## config.mk

```make
export PLATFORM = sky130hd
export DESIGN_NAME = uart_tx
export DESIGN_NICKNAME = d
export VERILOG_FILES = /design/src/rtl/uart_pkg.sv /design/src/rtl/uart_bit_timer.sv /design/src/rtl/uart_tx.sv
export SDC_FILE = /design/constraint.sdc
export NUM_CORES = 1
export LEC_CHECK = 0
export ABC_AREA = 1
export CAP_MARGIN = 20
export CORE_MARGIN = 2
export CORE_UTILIZATION = 35
export DETAILED_ROUTE_END_ITERATION = 6
export DONT_BUFFER_PORTS = 1
export PLACE_DENSITY = 0.57
export REMOVE_ABC_BUFFERS = 1
export SLEW_MARGIN = 40
export SYNTH_ARGS = -nofsm -noshare
export SYNTH_HDL_FRONTEND = slang
export SYNTH_SLANG_ARGS = --single-unit
```

## constraint.sdc

```tcl
create_clock -name clk_i -period 3.9 [get_ports clk_i]
set_input_delay 0.195 -clock clk_i [delete_from_list [all_inputs] [get_ports clk_i]]
set_output_delay 0.195 -clock clk_i [all_outputs]
set_load 0.03 [all_outputs]
```

## src/rtl/uart_pkg.sv

```systemverilog
// Shared UART definitions: state encodings, frame constants and the bit-period clamp.
package uart_pkg;

  localparam int UART_DATA_BITS = 8;
  localparam logic UART_IDLE_LEVEL = 1'b1;

  typedef enum logic [2:0] {
    TX_IDLE    = 3'd0,
    TX_START   = 3'd1,
    TX_DATA    = 3'd2,
    TX_PARITY  = 3'd3,
    TX_STOP    = 3'd4,
    TX_CLEANUP = 3'd5
  } tx_state_e;

  typedef enum logic [2:0] {
    RX_IDLE    = 3'd0,
    RX_START   = 3'd1,
    RX_DATA    = 3'd2,
    RX_PARITY  = 3'd3,
    RX_STOP    = 3'd4,
    RX_CLEANUP = 3'd5
  } rx_state_e;

  // A period of 0 would never reach its terminal count, so it runs as 1.
  function automatic logic [15:0] clamp_period(input logic [15:0] p);
    return (p == 16'd0) ? 16'd1 : p;
  endfunction

endpackage

```

## src/rtl/uart_bit_timer.sv

```systemverilog
// Bit-period counter shared by the UART transmitter and receiver.
module uart_bit_timer
  import uart_pkg::*;
(
  input  logic        clk_i,
  input  logic        rst_i,
  input  logic        load,
  input  logic [15:0] period,
  output logic [15:0] count,
  output logic        end_of_bit
);

  logic [15:0] period_eff;

  assign period_eff = clamp_period(period);
  assign end_of_bit = (count >= (period_eff - 16'd1));

  always_ff @(posedge clk_i or posedge rst_i) begin
    if (rst_i) begin
      count <= 16'd0;
    end else if (load || end_of_bit) begin
      count <= 16'd0;
    end else begin
      count <= count + 16'd1;
    end
  end

endmodule

```

## src/rtl/uart_tx.sv

```systemverilog
// UART transmitter: 8 data bits LSB-first, one stop bit, idle-high line.
// Define UART_TX_PARITY_EN to insert an even-parity bit before the stop bit.
module uart_tx
  import uart_pkg::*;
(
  input  logic        clk_i,
  input  logic        rst_i,
  input  logic        tx_en,
  input  logic [15:0] CLKS_PER_BIT,
  input  logic        i_Tx_DV,
  input  logic [7:0]  i_Tx_Byte,
  output logic        o_Tx_Ready,
  output logic        o_Tx_Serial,
  output logic        o_Tx_Active,
  output logic        o_Tx_Done
);

  localparam logic [2:0] LAST_BIT = 3'(UART_DATA_BITS - 1);

  // Handshake: a byte moves when i_Tx_DV and o_Tx_Ready are both high on a
  // rising clk_i; o_Tx_Ready depends only on the state register and tx_en.

  tx_state_e   state_q;
  logic [7:0]  shift_q;
  logic [2:0]  bit_idx_q;
  logic [15:0] period_q;
  logic        serial_q;
  logic        active_q;
  logic        done_q;
  logic        accept;
  logic        end_of_bit;
  logic [15:0] unused_bit_count;
`ifdef UART_TX_PARITY_EN
  logic        parity_q;
`endif

  assign o_Tx_Ready  = (state_q == TX_IDLE) & tx_en;
  assign accept      = i_Tx_DV & o_Tx_Ready;
  assign o_Tx_Serial = serial_q;
  assign o_Tx_Active = active_q;
  assign o_Tx_Done   = done_q;

  uart_bit_timer u_bit_timer (
    .clk_i      (clk_i),
    .rst_i      (rst_i),
    .load       (accept),
    .period     (period_q),
    .count      (unused_bit_count),
    .end_of_bit (end_of_bit)
  );

  always_ff @(posedge clk_i or posedge rst_i) begin
    if (rst_i) begin
      state_q   <= TX_IDLE;
      shift_q   <= 8'd0;
      bit_idx_q <= 3'd0;
      period_q  <= 16'd1;
      serial_q  <= UART_IDLE_LEVEL;
      active_q  <= 1'b0;
      done_q    <= 1'b0;
`ifdef UART_TX_PARITY_EN
      parity_q  <= 1'b0;
`endif
    end else begin
      done_q <= 1'b0;
      case (state_q)
        TX_IDLE: begin
          serial_q <= UART_IDLE_LEVEL;
          active_q <= 1'b0;
          if (accept) begin
            shift_q   <= i_Tx_Byte;
            period_q  <= clamp_period(CLKS_PER_BIT);
            bit_idx_q <= 3'd0;
`ifdef UART_TX_PARITY_EN
            parity_q  <= ^i_Tx_Byte;
`endif
            serial_q  <= 1'b0;
            active_q  <= 1'b1;
            state_q   <= TX_START;
          end
        end

        TX_START: begin
          if (end_of_bit) begin
            serial_q <= shift_q[0];
            state_q  <= TX_DATA;
          end
        end

        // serial_q already holds shift_q[0]; at each boundary the next bit is shift_q[1].
        TX_DATA: begin
          if (end_of_bit) begin
            shift_q <= shift_q >> 1;
            if (bit_idx_q == LAST_BIT) begin
`ifdef UART_TX_PARITY_EN
              serial_q <= parity_q;
              state_q  <= TX_PARITY;
`else
              serial_q <= UART_IDLE_LEVEL;
              state_q  <= TX_STOP;
`endif
            end else begin
              serial_q  <= shift_q[1];
              bit_idx_q <= bit_idx_q + 3'd1;
            end
          end
        end

`ifdef UART_TX_PARITY_EN
        TX_PARITY: begin
          if (end_of_bit) begin
            serial_q <= UART_IDLE_LEVEL;
            state_q  <= TX_STOP;
          end
        end
`endif

        TX_STOP: begin
          if (end_of_bit) begin
            active_q <= 1'b0;
            done_q   <= 1'b1;
            state_q  <= TX_CLEANUP;
          end
        end

        TX_CLEANUP: begin
          serial_q <= UART_IDLE_LEVEL;
          state_q  <= TX_IDLE;
        end

        default: begin
          serial_q <= UART_IDLE_LEVEL;
          active_q <= 1'b0;
          state_q  <= TX_IDLE;
        end
      endcase
    end
  end

endmodule

```

==> impl_metrics.py, run 1 <==
metrics = {
    "clock_tree": {
        "path_clk_slew_ns": 0.09,
        "root_buffer": "clkbuf_8",
        "cts_sinks": 49,
        "post_cts_buffers": 0,
        "worstSkewPairLatency_ns": 0.30,
        "cts-buffers-inserted": 5,
        "h-tree-depth": 2,
        "cts_buffer_depth": 2,
        "cts_tree": "built",
    },
    "place": {
        "routabilityCongestion": 0.812,
        "portBuffers": 0,
        "place_ws_ns": 0.218,
        "hpwl_um": 4660,
    },
    "die": {
        "core-area_um2": 8220,
        "die_w_um": 96.3,
        "ios": 32,
        "rows": 33,
        "start_util_pct": 36.3,
        "die_area_um2": 9270,
        "fp.dieH_um": 96.3,
    },
    "critical_path": {
        "rr_startpoint": "period_q[9]",
        "reg2reg_to": "shift_q[7]",
        "start_kind": "flop",
        "critPathMaxStageDelay_ns": 0.43,
        "crit_top_cell": "nand2_1",
        "worst_ep_arrival_time_ns": 3.63,
        "crit_type": "reg2reg",
        "cp_max_fo": 9,
        "rr_worst_depth": 23,
        "worst-path-buf-inv": 3,
        "crit_family": "simple AND/OR/NAND/NOR gates",
        "required_ns": 4.10,
        "r2r_setup_slack_ns": 0.47,
        "crit_slowest_cell": "dfrtp_1",
        "endpoint_kind": "flop",
        "cp_cell_sequence": "nor2_1 -> nand2_1 -> nor2_1 -> nand3_1 -> nand2_1 -> inv_1 -> ha_1 -> nand3_1 -> nor3_2 -> nand4_1 -> nor3_1 -> xor2_1 -> inv_1 -> ha_1 -> nand2_1 -> nor3_1 -> nand2_1 -> nand2_1 -> inv_1 -> nand2_2 -> nand2_4 -> nand2_1 -> o21ai_2",
    },
    "outcome": {
        "status": "finished, final reports clean",
    },
    "routing": {
        "drt-initial-drc-count": 110,
        "drc_errors": 0,
        "wire_per_inst_um": 11.9,
        "ant_nets": 0,
        "firstDrtPassIters": 4,
        "vias": 2474,
        "routed_wl_um": 6130,
        "avgViaCountPerCell": 4.81,
    },
    "sta": {
        "worstMarginPinSlew_ns": 0.614,
        "holdWs_ns": 0.00753,
        "slew_violations": 0,
        "hold_viol": 0,
        "setup-violations-final": 0,
        "slew_headroom_pct": 59.1,
        "rsz0062_at_grt": "no",
        "layout_worst_path_cycle_share_pct": 87.9,
        "setup_ws_ns": 0.471,
        "layout_min_cycle_time_ns": 3.43,
        "fin_setup_tns_ns": 0,
        "skew_ns": 0.00371,
        "fmax_mhz": 292,
    },
    "grt": {
        "grt_usage_pct": 14.6,
        "grt_pass1_vias": 2362,
        "grt-ovfl-total": 0,
        "grt_use_met1_pct": 20.4,
        "grtUsageMet2_pct": 22.6,
        "grt_pass1_wl_um": 10600,
        "busiest_layer": "met2",
        "use_met3_pct": 2.66,
        "antenna_found_initial": 0,
        "grt_max_degree": 50,
    },
    "synthesis": {
        "netlist_area_um2": 2980,
        "synth_area_per_cell_um2": 7.47,
        "seq_area_frac_synth_pct": 41.2,
        "yosys_warnings": 0,
        "synth_cell_types": 28,
        "synth_top_area_share_pct": 39.5,
        "synth_top_cell_by_area": "dfrtp_1",
        "synth-seq-cells": 49,
        "syn_inst": 399,
        "synth.area.top_cells": "dfrtp_1 (39%), nand2_1 (17%), ha_1 (8.4%), inv_1 (5.4%), nor2_1 (4.8%)",
    },
    "pwr": {
        "switching_share_pct": 45.9,
        "power_density_nw_per_um2": 707,
        "report.power.total_mw": 2.31,
        "seqPwrFrac_pct": 38.6,
        "intPower_mw": 1.25,
        "p_leak_nw": 1.64,
        "p_switching_mw": 1.06,
        "ir_drop_mv": 0.310,
        "pwr-share-comb_pct": 48.0,
        "p_clk_share_pct": 13.4,
    },
    "worst_hold_path": {
        "worstHoldStart": "CLKS_PER_BIT[9]",
        "hp-class": "in2reg",
        "hold_depth": 2,
        "min_to": "period_q[9]",
    },
    "final_layout": {
        "most-common-layout-cells": "nand2_1 (132), dfrtp_1 (47), inv_1 (42)",
        "final_common_cell": "nand2_1",
        "regArea_um2": 1230,
        "nFillCells": 832,
        "fin_nets": 457,
        "syn_to_final_growth_pct": 9.45,
        "multi_input_area_um2": 1580,
        "drive_gt1_share_pct": 6.85,
        "diodes": 0,
    },
    "job": {
        "cap_viol_max_count": 0,
    },
}
[cell type report]
| class | instances | area share, % |
|---|---|---|
| clock buffer | 7 | 2.65 |
| multi-input combinational | 301 | 48.4 |
| timing repair buffer | 7 | 1.99 |
| tap | 105 | 4.03 |
| sequential | 49 | 37.7 |
| inverter | 45 | 5.26 |
[state kept, by name, indices dropped and copies added (netlist names)]
name,cells
bit_idx_q,3
u_bit_timer.count,16
o_Tx_Done,1
period_q,16
o_Tx_Active,1
o_Tx_Serial,1
shift_q,8
state_q,3
[Yosys cell counts]
library cell,instances
nand3_1,26
nor2_4,1
inv_2,2
nor2_2,4
nor3_1,10
a21oi_1,17
o21a_1,1
or2_2,1
clkbuf_1,4
a21oi_4,1
o21ai_2,1
xor2_1,7
nand4_1,4
xnor2_1,5
nor3b_4,1
inv_1,43
nand2_4,2
nor3_2,1
nand2_1,133
a22oi_1,1
nor4_1,5
nor3b_1,1
nor2_1,38
dfstp_2,2
ha_1,20
dfrtp_1,47
o211ai_1,1
o21ai_0,20
[repair_timing]
action,in CTS,in global routing
resized for setup,0,3
hold buffers,5,0
endpoints found under the hold margin,51,0
setup endpoints to repair,0,29
[power by group through the flow]
stage                     Clock (mW)  Combinational (mW)  Sequential, mW
after floorplan                    0               0.905           0.849
after global placement             0                1.09           0.889
after detailed placement           0                1.11           0.894
after CTS                      0.322                1.12           0.884
after global routing           0.344                1.33           0.912
final                          0.309                1.11           0.890
[metrics by stage]
stage / util (%) / cells / cell area [um^2]
floorplan: - / 395 / 2970
global placement: 37.9 / 502 / 3110
detailed placement: 37.9 / 502 / 3110
CTS: 39.6 / 514 / 3250
global route: 39.7 / 514 / 3260
finish: 39.7 / 514 / 3260
[how the worst max path moves through the flow]
stage / start / end / slack, ns / cells after the start
after floorplan: period_q[9] / u_bit_timer.count[8] / 0.62 / 21
after global placement: period_q[7] / shift_q[7] / 0.36 / 23
after detailed placement: period_q[9] / shift_q[7] / 0.22 / 23
after CTS: period_q[9] / shift_q[7] / 0.20 / 23
after global routing: period_q[6] / shift_q[7] / 0.01 / 23
final: period_q[9] / shift_q[7] / 0.47 / 23
[kinds of logic (layout without fill, tap and decap cells)]
| family | Yosys count | in the layout | share of synthesized area (%) |
|---|---|---|---|
| AOI/OAI and AO/OA | 42 | 42 | 7.81 |
| xor gates and xnor gates | 12 | 12 | 3.53 |
| adders and majority gates | 20 | 20 | 8.40 |
| buffers and inverters | 49 | 59 | 6.17 |
| DFF | 49 | 49 | 41.2 |
| and+or+nand+nor | 227 | 227 | 32.9 |
[worst register-to-register path: stages, from the launching register on]
cell	delay (ns)
dfrtp_1	0.43
nor2_1	0.10
nand2_1	0.08
nor2_1	0.04
nand3_1	0.09
nand2_1	0.05
inv_1	0.07
ha_1	0.18
nand3_1	0.16
nor3_2	0.23
nand4_1	0.19
nor3_1	0.22
xor2_1	0.16
inv_1	0.06
ha_1	0.27
nand2_1	0.07
nor3_1	0.19
nand2_1	0.13
nand2_1	0.12
inv_1	0.08
nand2_2	0.16
nand2_4	0.11
nand2_1	0.09
o21ai_2	0.05
[routing by layer]
layer  part of all wire, %  wire, um  vias to the layer above
met4                   1.3        78                        0
li1                      -         -                     1300
met5                     0         0                        -
met2                    43      2660                       47
met1                    52      3160                     1119
met3                   3.7       229                        8
No activity file was read; power rests on OpenSTA's default activity.
==> run 2: changes to the inputs <==
- ABC_AREA: 1 -> 0
- PLACE_DENSITY: 0.57 -> not set
- PLACE_DENSITY_LB_ADDON: not set -> 0.05
- TNS_END_PERCENT: not set -> 1
==> impl_metrics.py, run 2 <==
metrics = {
    "final_layout": {
        "syn_to_final_growth_pct": 16.1,
        "final_util_pct": 42.0,
        "fin_nets": 405,
        "diodes": 0,
        "drive_gt1_share_pct": 12.0,
        "most-common-layout-cells": "nand2_1 (55), dfrtp_1 (47), nor2_1 (30)",
        "final_common_cell": "nand2_1",
        "design_area_um2": 3450,
        "reg_top3": "period_q x16, u_bit_timer.count x16, shift_q x8",
    },
    "clock_tree": {
        "h-tree-depth": 2,
        "worstSkewPairLatency_ns": 0.30,
        "post_cts_buffers": 0,
        "cts-buffers-inserted": 5,
        "root_buffer": "clkbuf_8",
        "cts_tree": "built",
        "cts_sinks": 49,
        "path_clk_slew_ns": 0.09,
        "cts_buffer_depth": 2,
    },
    "die": {
        "start_util_pct": 36.1,
        "die_area_um2": 9240,
        "core-area_um2": 8220,
        "ios": 32,
        "die_w_um": 96.1,
        "rows": 33,
        "fp.dieH_um": 96.1,
    },
    "place": {
        "place_ws_ns": -0.0666,
        "routabilityCongestion": 0.748,
        "placedInstanceArea_um2": 3150,
        "portBuffers": 0,
        "hpwl_um": 5020,
    },
    "worst_hold_path": {
        "min_to": "period_q[6]",
        "worstHoldStart": "CLKS_PER_BIT[6]",
        "hp-class": "in2reg",
        "hold_depth": 2,
    },
    "synthesis": {
        "synth_top_family_by_area": "simple AND/OR/NAND/NOR gates",
        "netlist_area_um2": 2970,
        "synth_top_cell_by_area": "dfrtp_1",
        "synth-seq-cells": 49,
        "synth_commonest_cells": "nand2_1 (55), dfrtp_1 (47), nor2_1 (31)",
        "synth.area.top_cells": "dfrtp_1 (40%), ha_1 (8.4%), nand2_1 (7.0%), xnor2_1 (6.2%), a211oi_1 (4.6%)",
        "synthAdderAreaFrac_pct": 8.43,
        "synth_cell_types": 44,
        "synth_top_area_share_pct": 39.6,
        "yosys-mux-area-fraction_pct": 0.716,
        "seq_area_frac_synth_pct": 41.4,
        "synth_edf_count": 0,
        "synth_compound_area_share_pct": 13.5,
        "ys_async_sr_fraction_pct": 100,
        "syn_inst": 339,
        "yosys_warnings": 0,
        "yosys.area_share.simple_pct": 24.9,
        "synth.most_common_cell": "nand2_1",
        "synth_area_per_cell_um2": 8.76,
        "synth_xor_area_share_pct": 7.37,
        "synth_top_flop_cell": "dfrtp_1",
    },
    "critical_path": {
        "crit_type": "reg2reg",
        "critPathMaxStageDelay_ns": 0.54,
        "crit_family": "simple AND/OR/NAND/NOR gates",
        "cp_cell_sequence": "or4_4 -> or3_4 -> nor4_4 -> a21oi_2 -> ha_2 -> nand3_2 -> nor3_1 -> xnor2_1 -> ha_1 -> nand4_1 -> nor3b_2 -> a32o_2 -> buf_4 -> o21ai_0 -> o32ai_1",
        "cp_max_fo": 4,
        "start_kind": "flop",
        "rr_worst_depth": 15,
        "worst_ep_arrival_time_ns": 3.91,
        "rr_startpoint": "period_q[7]",
        "worst-path-buf-inv": 1,
        "reg2reg_to": "state_q[1]",
        "r2r_setup_slack_ns": 0.18,
        "required_ns": 4.10,
        "crit_slowest_cell": "or4_4",
        "endpoint_kind": "flop",
    },
    "sta": {
        "fin_setup_tns_ns": 0,
        "setup-violations-final": 0,
        "setup_ws_ns": 0.184,
        "layout_worst_path_cycle_share_pct": 95.3,
        "worstMarginPinSlew_ns": 0.626,
        "slew_violations": 0,
        "layout_min_cycle_time_ns": 3.72,
        "skew_ns": 0.00457,
        "rsz0062_at_grt": "yes",
        "hold_viol": 0,
        "slew_headroom_pct": 58.3,
        "fmax_mhz": 269,
    },
    "grt": {
        "grt_usage_pct": 16.9,
        "grt-ovfl-total": 0,
        "grt_pass1_vias": 2456,
        "antenna_found_initial": 0,
        "grt_pass1_wl_um": 12200,
        "grt_max_degree": 50,
    },
    "routing": {
        "wire_per_inst_um": 15.4,
        "ant_nets": 0,
        "vias": 2449,
        "routed_wl_um": 7110,
        "avgViaCountPerCell": 5.29,
        "firstDrtPassIters": 5,
        "drc_errors": 0,
        "drt-initial-drc-count": 101,
    },
    "job": {
        "cap_viol_max_count": 0,
    },
    "pwr": {
        "ir_drop_mv": 0.272,
        "report.power.total_mw": 2.26,
        "p_leak_nw": 1.42,
        "power_density_nw_per_um2": 656,
    },
    "outcome": {
        "status": "finished, final reports clean",
    },
}
==> run 2: changes by cell type in the layout (fill, tap and decap cells not counted), moves of 14 or more <==
| cell | previous run | this run |
|---|---|---|
| a211oi_1 | 0 | 14 |
| inv_1 | 42 | 14 |
| nand2_1 | 132 | 55 |
| nand3_1 | 26 | 8 |
| nor3_1 | 9 | 27 |
| xnor2_1 | 5 | 21 |
==> run 2: where the power goes <==
group | internal, mW | switching, mW
Clock | 0.145 | 0.168
Sequential | 0.700 | 0.246
Combinational | 0.455 | 0.547
Total | 1.30 | 0.960
==> run 2: metrics by stage <==
| step | hold WS (ns) | instances |
|---|---|---|
| floorplan | 0.300 | 325 |
| global placement | 0.303 | 442 |
| detailed placement | 0.202 | 442 |
| CTS | 0.00353 | 463 |
| global route | 0.0175 | 463 |
| finish | 0.0119 | 463 |
==> run 2: metal layers <==
metal	vias to the layer above	global-route usage (%)	wire length (um)
met1	1154	25.8	3780
met2	44	25.1	3060
met3	5	2.74	210
met5	-	0	0
li1	1246	-	-
met4	0	3.93	67
==> run 2: worst max-delay path by stage <==
stage | from | endpoint | slack [ns] | cells after the start
6_report | period_q[7] | state_q[1] | 0.18 | 15
5_1_grt | period_q[7] | state_q[1] | -0.03 | 15
4_1_cts | period_q[7] | shift_q[6] | 0.07 | 15
3_5_place_dp | period_q[7] | shift_q[1] | -0.07 | 14
3_3_place_gp | period_q[7] | shift_q[6] | 0.02 | 14
2_1_floorplan | period_q[7] | o_Tx_Serial | -0.18 | 14
==> run 2: area by class of cell <==
class,instances,area [um^2]
clock buffer,8,90.1
fill,820,4770
inverter,15,58.8
multi-input combinational,261,1710
sequential,49,1230
tap,105,131
timing repair buffer,25,228
==> run 2: worst register-to-register path, cell delays in order (launching register included) <==
cell     delay, ns
dfrtp_1       0.39
or4_4         0.54
or3_4         0.37
nor4_4        0.18
a21oi_2       0.10
ha_2          0.21
nand3_2       0.10
nor3_1        0.06
xnor2_1       0.13
ha_1          0.30
nand4_1       0.23
nor3b_2       0.25
a32o_2        0.23
buf_4         0.13
o21ai_0       0.10
o32ai_1       0.28
==> run 2: kinds of logic after synthesis <==
group	after synthesis
AND/OR/NAND/NOR	154
AO/OA/AOI/OAI	60
flip-flops	49
buffers and inverters	29
XOR/XNOR	25
adder cells (fa/ha/maj)	20
multiplexers	2
==> run 2: what timing repair did <==
| item | in CTS | in global routing |
|---|---|---|
| endpoints found under the setup margin | 9 | 31 |
| hold buffers | 13 | 0 |
| endpoints found under the hold margin | 59 | 0 |
| gates resized for setup | 1 | 16 |
| gates cloned | 0 | 0 |
| pin swaps | 0 | 2 |
==> run 3: changes to the inputs <==
- CELL_PAD_IN_SITES_DETAIL_PLACEMENT: not set -> 1
- CELL_PAD_IN_SITES_GLOBAL_PLACEMENT: not set -> 2
- GPL_TIMING_DRIVEN: not set -> 0
- TNS_END_PERCENT: 1 -> 100
==> impl_metrics.py, run 3 (synthesis gave the netlist of run 2 again) <==
metrics = {
    "final_layout": {
        "multi_input_area_um2": 1840,
        "most-common-layout-cells": "nand2_1 (54), dfrtp_1 (45), nor2_1 (30)",
        "drive_gt1_share_pct": 19.6,
        "reg_top3": "period_q x16, u_bit_timer.count x16, shift_q x8",
        "final_common_cell": "nand2_1",
        "fin_nets": 419,
        "syn_to_final_growth_pct": 23.9,
        "nFillCells": 964,
        "instances_no_fill": 477,
        "final_util_pct": 44.8,
        "diodes": 0,
        "regArea_um2": 1230,
    },
    "critical_path": {
        "crit_slowest_cell": "or4_4",
        "worst_ep_arrival_time_ns": 4.02,
        "required_ns": 4.08,
        "start_kind": "flop",
        "crit_type": "reg2reg",
        "cp_cell_sequence": "or4_4 -> or3_4 -> nor4_4 -> a21oi_2 -> ha_4 -> nand3_4 -> nor3_2 -> xnor2_1 -> ha_1 -> nand4_1 -> a211oi_2 -> a32oi_4 -> buf_12 -> a211oi_2 -> a211oi_2",
        "crit_family": "simple AND/OR/NAND/NOR gates",
        "worst-path-buf-inv": 1,
        "endpoint_kind": "flop",
        "cp_max_fo": 7,
        "critPathMaxStageDelay_ns": 0.55,
        "crit_top_cell": "a211oi_2",
    },
    "grt": {
        "grt_pass1_vias": 2592,
        "grt-ovfl-total": 0,
        "grt_usage_pct": 18.0,
        "grt_pass1_wl_um": 12800,
        "antenna_found_initial": 0,
        "grt_max_degree": 40,
    },
    "sta": {
        "hold_viol": 0,
        "slew_headroom_pct": 46.9,
        "slew_violations": 0,
        "skew_ns": 0.00570,
        "setup-violations-final": 0,
        "layout_worst_path_cycle_share_pct": 98.6,
        "fmax_mhz": 260,
        "rsz0062_at_grt": "yes",
        "worstMarginPinSlew_ns": 0.797,
        "layout_min_cycle_time_ns": 3.84,
        "holdWs_ns": 0.0408,
    },
    "die": {
        "die_area_um2": 9240,
        "core-area_um2": 8220,
        "rows": 33,
        "fp.dieH_um": 96.1,
        "ios": 32,
        "die_w_um": 96.1,
        "start_util_pct": 36.1,
    },
    "pwr": {
        "switching_share_pct": 43.2,
        "power_density_nw_per_um2": 652,
        "intPower_mw": 1.36,
        "p_clk_share_pct": 12.2,
        "ir_drop_mv": 0.240,
        "p_leak_nw": 1.52,
        "seqPwrFrac_pct": 39.9,
        "p_switching_mw": 1.04,
        "report.power.total_mw": 2.40,
        "pwr-share-comb_pct": 47.9,
    },
    "place": {
        "portBuffers": 0,
        "routabilityCongestion": 0.764,
        "place_inst": 438,
        "hpwl_um": 5610,
    },
    "clock_tree": {
        "cts_buffer_depth": 2,
        "worstSkewPairLatency_ns": 0.30,
        "cts-buffers-inserted": 5,
        "h-tree-depth": 2,
        "cts_sinks": 49,
        "cts_tree": "built",
        "path_clk_slew_ns": 0.09,
        "root_buffer": "clkbuf_8",
    },
    "worst_hold_path": {
        "hp-class": "in2reg",
    },
    "routing": {
        "drt-initial-drc-count": 54,
        "avgViaCountPerCell": 5.33,
        "routed_wl_um": 7750,
        "vias": 2542,
        "drc_errors": 0,
        "firstDrtPassIters": 4,
        "wire_per_inst_um": 16.3,
        "ant_nets": 0,
    },
    "job": {
        "cap_viol_max_count": 0,
    },
    "outcome": {
        "status": "finished, final reports clean",
    },
}
[run 3: what timing repair did]
| action | CTS | global route |
|---|---|---|
| endpoints found under the setup margin | 33 | 33 |
| resized for setup | 23 | 16 |
| pin swaps | 5 | 9 |
| buffers inserted | 7 | 9 |
| hold buffers | 15 | 0 |
| hold endpoints to repair | 62 | 0 |
[run 3: metrics by stage]
| step | setup slack [ns] | cell area, um^2 | TNS [ns] |
|---|---|---|---|
| floorplan | -0.183 | 2920 | -2.98 |
| global placement | -2.54 | 3050 | -88.67 |
| detailed placement | -0.950 | 3130 | -21.67 |
| CTS | -0.0114 | 3530 | -0.0227 |
| global route | -0.106 | 3680 | -1.13 |
| finish | 0.0563 | 3680 | 0 |
[run 3: final timing paths]
kind / from / end / slack (ns) / depth (start not counted)
worst max-delay path: period_q[7] / shift_q[0] / 0.06 / 15
worst min-delay path: CLKS_PER_BIT[6] / period_q[6] / 0.04 / 2
worst max register to register: period_q[7] / shift_q[0] / 0.06 / 15
worst min register to register: period_q[0] / period_q[0] / 0.53 / 2
max in group asynchronous: rst_i / period_q[0] / 3.11 / 3
min in group asynchronous: rst_i / shift_q[0] / 0.27 / 2
[run 3: power groups by stage]
| stage | clock (mW) | combinational [mW] | sequential (mW) |
|---|---|---|---|
| finish | 0.292 | 1.15 | 0.957 |
| global route | 0.327 | 1.31 | 0.992 |
| CTS | 0.310 | 1.04 | 0.954 |
| detailed placement | 0 | 0.919 | 0.967 |
| global placement | 0 | 0.863 | 0.960 |
| floorplan | 0 | 0.707 | 0.894 |
[run 3: area by class of cell]
class / instances / share of cell area [%]
clock buffers: 6 / 1.97
clock inverters: 2 / 0.272
multi-input cells: 261 / 49.9
inverters: 15 / 1.60
well taps: 105 / 3.57
flip-flops and latches: 49 / 33.5
repair buffers: 39 / 9.18
[run 3: worst reg2reg max path, stage by stage, from the launching register on]
cell	delay, ns
dfrtp_2	0.42
or4_4	0.55
or3_4	0.36
nor4_4	0.25
a21oi_2	0.13
ha_4	0.20
nand3_4	0.09
nor3_2	0.06
xnor2_1	0.14
ha_1	0.31
nand4_1	0.21
a211oi_2	0.30
a32oi_4	0.23
buf_12	0.21
a211oi_2	0.22
a211oi_2	0.06
[run 3: layer usage]
| layer | vias to the layer above | track usage, % | part of all wire [%] |
|---|---|---|---|
| met4 | 0 | 4.29 | 0.81 |
| met2 | 32 | 28.4 | 47 |
| met5 | - | 0 | 0 |
| met1 | 1237 | 26.0 | 50 |
| met3 | 5 | 2.82 | 2.7 |
| li1 | 1268 | - | - |
